--- config.mk ---
export PLATFORM = sky130hd
export DESIGN_NAME = core_sequencer
export DESIGN_NICKNAME = d
export VERILOG_FILES = /design/src/rtl/core_sequencer.sv
export SDC_FILE = /design/constraint.sdc
export NUM_CORES = 1
export LEC_CHECK = 0
export BUFFER_PORTS_ARGS = -buffer_cell sky130_fd_sc_hd__buf_2
export CELL_PAD_IN_SITES_DETAIL_PLACEMENT = 1
export CELL_PAD_IN_SITES_GLOBAL_PLACEMENT = 2
export CORE_MARGIN = 4
export CORE_UTILIZATION = 26
export CTS_CLUSTER_SIZE = 10
export DETAILED_ROUTE_END_ITERATION = 8
export PLACE_DENSITY_LB_ADDON = 0.1
export SYNTH_ARGS = -nofsm -noshare
export SYNTH_HDL_FRONTEND = slang
export SYNTH_SLANG_ARGS = --single-unit
--- constraint.sdc ---
create_clock -name clk -period 1.6 [get_ports clk]
set_input_delay 0.24 -clock clk [delete_from_list [all_inputs] [get_ports clk]]
set_output_delay 0.24 -clock clk [all_outputs]
set_load 0.005 [all_outputs]
--- src/rtl/core_sequencer.sv ---
// Multi-cycle instruction sequencer: walks a fixed-length program through
// FETCH/DECODE/EXEC/WB, decodes the held instruction and counts retirements.
module core_sequencer #(
  parameter int PROG_VALUE = 3,
  parameter int ADDR_W     = (PROG_VALUE > 1) ? $clog2(PROG_VALUE) : 1
) (
  input  logic              clk,
  input  logic              rst,
  input  logic              start,
  input  logic              pause,
  input  logic [7:0]        instr,
  output logic [ADDR_W-1:0] pc,
  output logic [1:0]        opcode,
  output logic [1:0]        rs1,
  output logic [1:0]        rs2,
  output logic [1:0]        rd,
  output logic              alu_en,
  output logic              rf_we,
  output logic              busy,
  output logic              done,
  output logic [7:0]        retired
);

  typedef enum logic [2:0] {
    IDLE,
    FETCH,
    DECODE,
    EXEC,
    WB,
    DONE
  } state_t;

  localparam logic [ADDR_W-1:0] LAST_PC = ADDR_W'(PROG_VALUE - 1);

  state_t            state;
  state_t            state_next;
  logic [ADDR_W-1:0] pc_next;
  logic [7:0]        ir;
  logic [7:0]        ir_next;
  logic [7:0]        retired_next;

  always_ff @(posedge clk) begin
    if (rst) begin
      state   <= IDLE;
      pc      <= '0;
      ir      <= '0;
      retired <= '0;
    end else begin
      state   <= state_next;
      pc      <= pc_next;
      ir      <= ir_next;
      retired <= retired_next;
    end
  end

  // Next-state logic and Moore outputs; outputs depend only on state and ir.
  always_comb begin
    state_next   = state;
    pc_next      = pc;
    ir_next      = ir;
    retired_next = retired;
    alu_en       = 1'b0;
    rf_we        = 1'b0;
    busy         = 1'b0;
    done         = 1'b0;

    case (state)
      IDLE: begin
        if (start) begin
          state_next   = FETCH;
          pc_next      = '0;
          retired_next = '0;
        end
      end
      FETCH: begin
        busy = 1'b1;
        if (!pause) begin
          ir_next    = instr;
          state_next = DECODE;
        end
      end
      DECODE: begin
        busy       = 1'b1;
        state_next = EXEC;
      end
      EXEC: begin
        busy       = 1'b1;
        alu_en     = 1'b1;
        state_next = WB;
      end
      WB: begin
        busy   = 1'b1;
        alu_en = 1'b1;
        rf_we  = 1'b1;
        // Counter sticks at 255 so long programs never wrap back to small values.
        if (retired != 8'hFF) begin
          retired_next = retired + 8'd1;
        end
        if (pc == LAST_PC) begin
          state_next = DONE;
          pc_next    = '0;
        end else begin
          state_next = FETCH;
          pc_next    = pc + ADDR_W'(1);
        end
      end
      DONE: begin
        done       = 1'b1;
        state_next = IDLE;
      end
      default: begin
        state_next = IDLE;
      end
    endcase
  end

  assign opcode = ir[1:0];
  assign rs1    = ir[3:2];
  assign rs2    = ir[5:4];
  assign rd     = ir[7:6];

endmodule
==> impl_metrics.csv <==
group,metric,value,unit
critical_path,cp.required,1360,ps
cts,cts_buffers,3,
detailed_routing,wirelength,2750,µm
cts,clkLatencyLatePin,300,ps
floorplan,die_h,68.4,µm
sta,fmaxAchievable,0.647,GHz
detailed_routing,drt_iter0_drc,15,
logic_synthesis,yosysTopAreaCell,"dfxtp_1",
sta,period_share,96.6,%
floorplan,fp-row-count,21,
logic_synthesis,syn_inst,119,
global_route,grt_usage,12.4,%
floorplan,core-area,0.00342,mm²
sta,rsz0062_at_grt,"yes",
detailed_routing,ant_nets,0,
layout,areaGrowthSynthToFinish,41.7,%
layout,antenna_cells,0,
detailed_routing,drtPass1Iterations,4,
detailed_routing,vias,1015,
sta,finClkSkew,1.84,ps
power,leakagePower,0.575,nW
critical_path,cp-end-kind,"primary output",
floorplan,dieArea,0.00468,mm²
global_route,grt_pass1_wl,4420,µm
layout,final_common_cell,"buf_2",
sta,hold_viol,0,
logic_synthesis,synth-main-ff-cell,"dfxtp_1",
detailed_routing,drc_errors,0,
cts,clk_pin_slew,120,ps
logic_synthesis,synth_area,948,µm²
logic_synthesis,ys_ff_latch,21,
critical_path,critPathMaxStageDelay,440,ps
cts,htreeDepth,1,
run_status,status,"finished clean",
cts,cts.path.max_buffers,2,
worst_hold_path,hold_path_class,"primary input to flip-flop",
sta,slew_viol_final,0,
layout,fin_nets,180,
cts,root_buffer,"clkbuf_4",
global_route,grt_antenna_before_repair,0,
sta,timing.setup.tns,0,ps
layout,final_cell_mix,"32 x buf_2, 25 x nand2_1, 17 x dfxtp_1",
global_route,grt_max_degree,13,
place,dp_hpwl,2090,µm
power,p_per_area,692,mW/mm²
floorplan,boundaryPins,34,
place,place_congestion,0.757,
cts,cts_hold_buffers,0,
sta,min_period,1550,ps
sta,setup_viol,0,
logic_synthesis,yosys.cell_types.count,34,
cts,numClockSinks,21,
critical_path,cp-start-kind,"flip-flop",
logic_synthesis,yosys_warnings,0,
detailed_routing,wire_per_inst,13.0,µm
critical_path,path_cells,"or3b_4 -> inv_4 -> buf_6",
floorplan,die_w,68.4,µm
logic_synthesis,synthTopCellsByArea,"dfxtp_1 44%, nand2_1 9.9%, a21oi_1 7.9%, nor2_1 5.1%, nor3_1 2.6%",
logic_synthesis,yosysSeqAreaShare,44.3,%
critical_path,critPathSlowestCell,"or3b_4",
logic_synthesis,syn_nets,132,
detailed_routing,via_per_inst,4.79,
critical_path,cp.arrival,1310,ps
logic_synthesis,syn_avg_cell_area,7.97,µm²
logic_synthesis,synthArstFlopShare,0,%
global_route,grt_pass1_vias,975,
layout,drive_above_1_share,40.4,%
power,p_total,0.930,mW
sta,slew_headroom,78.0,%
logic_synthesis,synth_top_area_share,44.3,%
global_route,overflow,0,
place,port_buffers,33,
floorplan,start_util,27.8,%
logic_synthesis,synth_enable_flop_cells,0,
power,max-vdd-ir-drop,0.000233,V
cts,cts_tree,"built",
critical_path,path_class,"flip-flop to primary output",
flow_run,drv_cap,0,
critical_path,cp_max_fo,7,
sta,worst_pin_slew,330,ps
==> registers in the layout, indices dropped and copies added (netlist names) <==
| register | flops |
|---|---|
| ir | 8 |
| retired | 8 |
| state | 3 |
| pc | 2 |
==> per-stage QoR <==
step	util, %	setup slack (ps)	instances	instance area [µm²]	hold slack [ps]
after floorplan	-	194	119	948	376
after global placement	35.7	140	203	1220	438
after detailed placement	35.7	63.3	203	1220	445
after CTS	37.2	10.7	209	1270	146
after global routing	39.3	-12.2	212	1340	156
final	39.3	53.7	212	1340	161
==> cell type report <==
class	instances	area, µm²
clock buffer	4	26.3
sequential	21	433
inverter	3	13.8
tap	46	57.6
multi-input combinational	90	526
timing repair buffer	48	288
fill	445	2070
==> logic make-up (layout without fill, tap and decap cells) <==
group	count (synthesis)	in the layout	share of synthesized area [%]
AND/OR/NAND/NOR	58	58	28.8
AO/OA/AOI/OAI	30	30	20.7
flip-flops	21	21	44.3
buffers and inverters	8	55	3.96
adder cells (fa/ha/maj)	1	1	1.32
XOR/XNOR	1	1	0.924
==> final timing paths <==
| check | startpoint | to | slack, ps | depth (start not counted) |
|---|---|---|---|---|
| worst max-delay path | state[1] | rf_we | 50 | 3 |
| worst min-delay path | instr[7] | ir[7] | 160 | 3 |
| worst max register to register | state[1] | retired[0] | 70 | 4 |
| worst min register to register | ir[4] | ir[4] | 460 | 2 |
==> critical path, delay by kind of cell, from the launching register on <==
kind | cells | cell delay, ps
simple gates | 1 | 440
flops | 1 | 380
buf+inv | 2 | 180
==> where the power goes <==
part	total (mW)	leakage, nW	internal [mW]	switching (mW)
registers	0.546	0.173	0.534	0.0117
clock network	0.257	0.0150	0.0972	0.160
logic	0.127	0.387	0.0616	0.0653
==> what timing repair did <==
| action | in CTS | in global routing |
|---|---|---|
| hold endpoints to repair | 0 | 0 |
| endpoints found under the setup margin | 2 | 8 |
| gates cloned | 0 | 0 |
| resized for setup | 6 | 11 |
| pin swaps | 0 | 2 |
| setup buffers | 2 | 3 |
==> Yosys cell counts, types with 2 or more instances <==
library cell  number
nand3_1            2
o21ai_0            3
nand2_1           25
a21oi_1           15
dfxtp_1           21
o21ai_1            2
nand4_1            2
nand3b_1           2
a211oi_1           2
clkbuf_1           4
inv_1              2
nor2_1            13
nor3_1             5
==> routing by layer <==
metal	up-vias	share of wire (%)	wire length (µm)	global-route usage (%)
li1	509	-	-	-
met1	477	44	1210	14.6
met2	25	50	1360	21.7
met3	4	5.1	140	2.46
met4	0	1.2	34	5.21
met5	-	0	0	0
(Power assumes the default switching activity.)
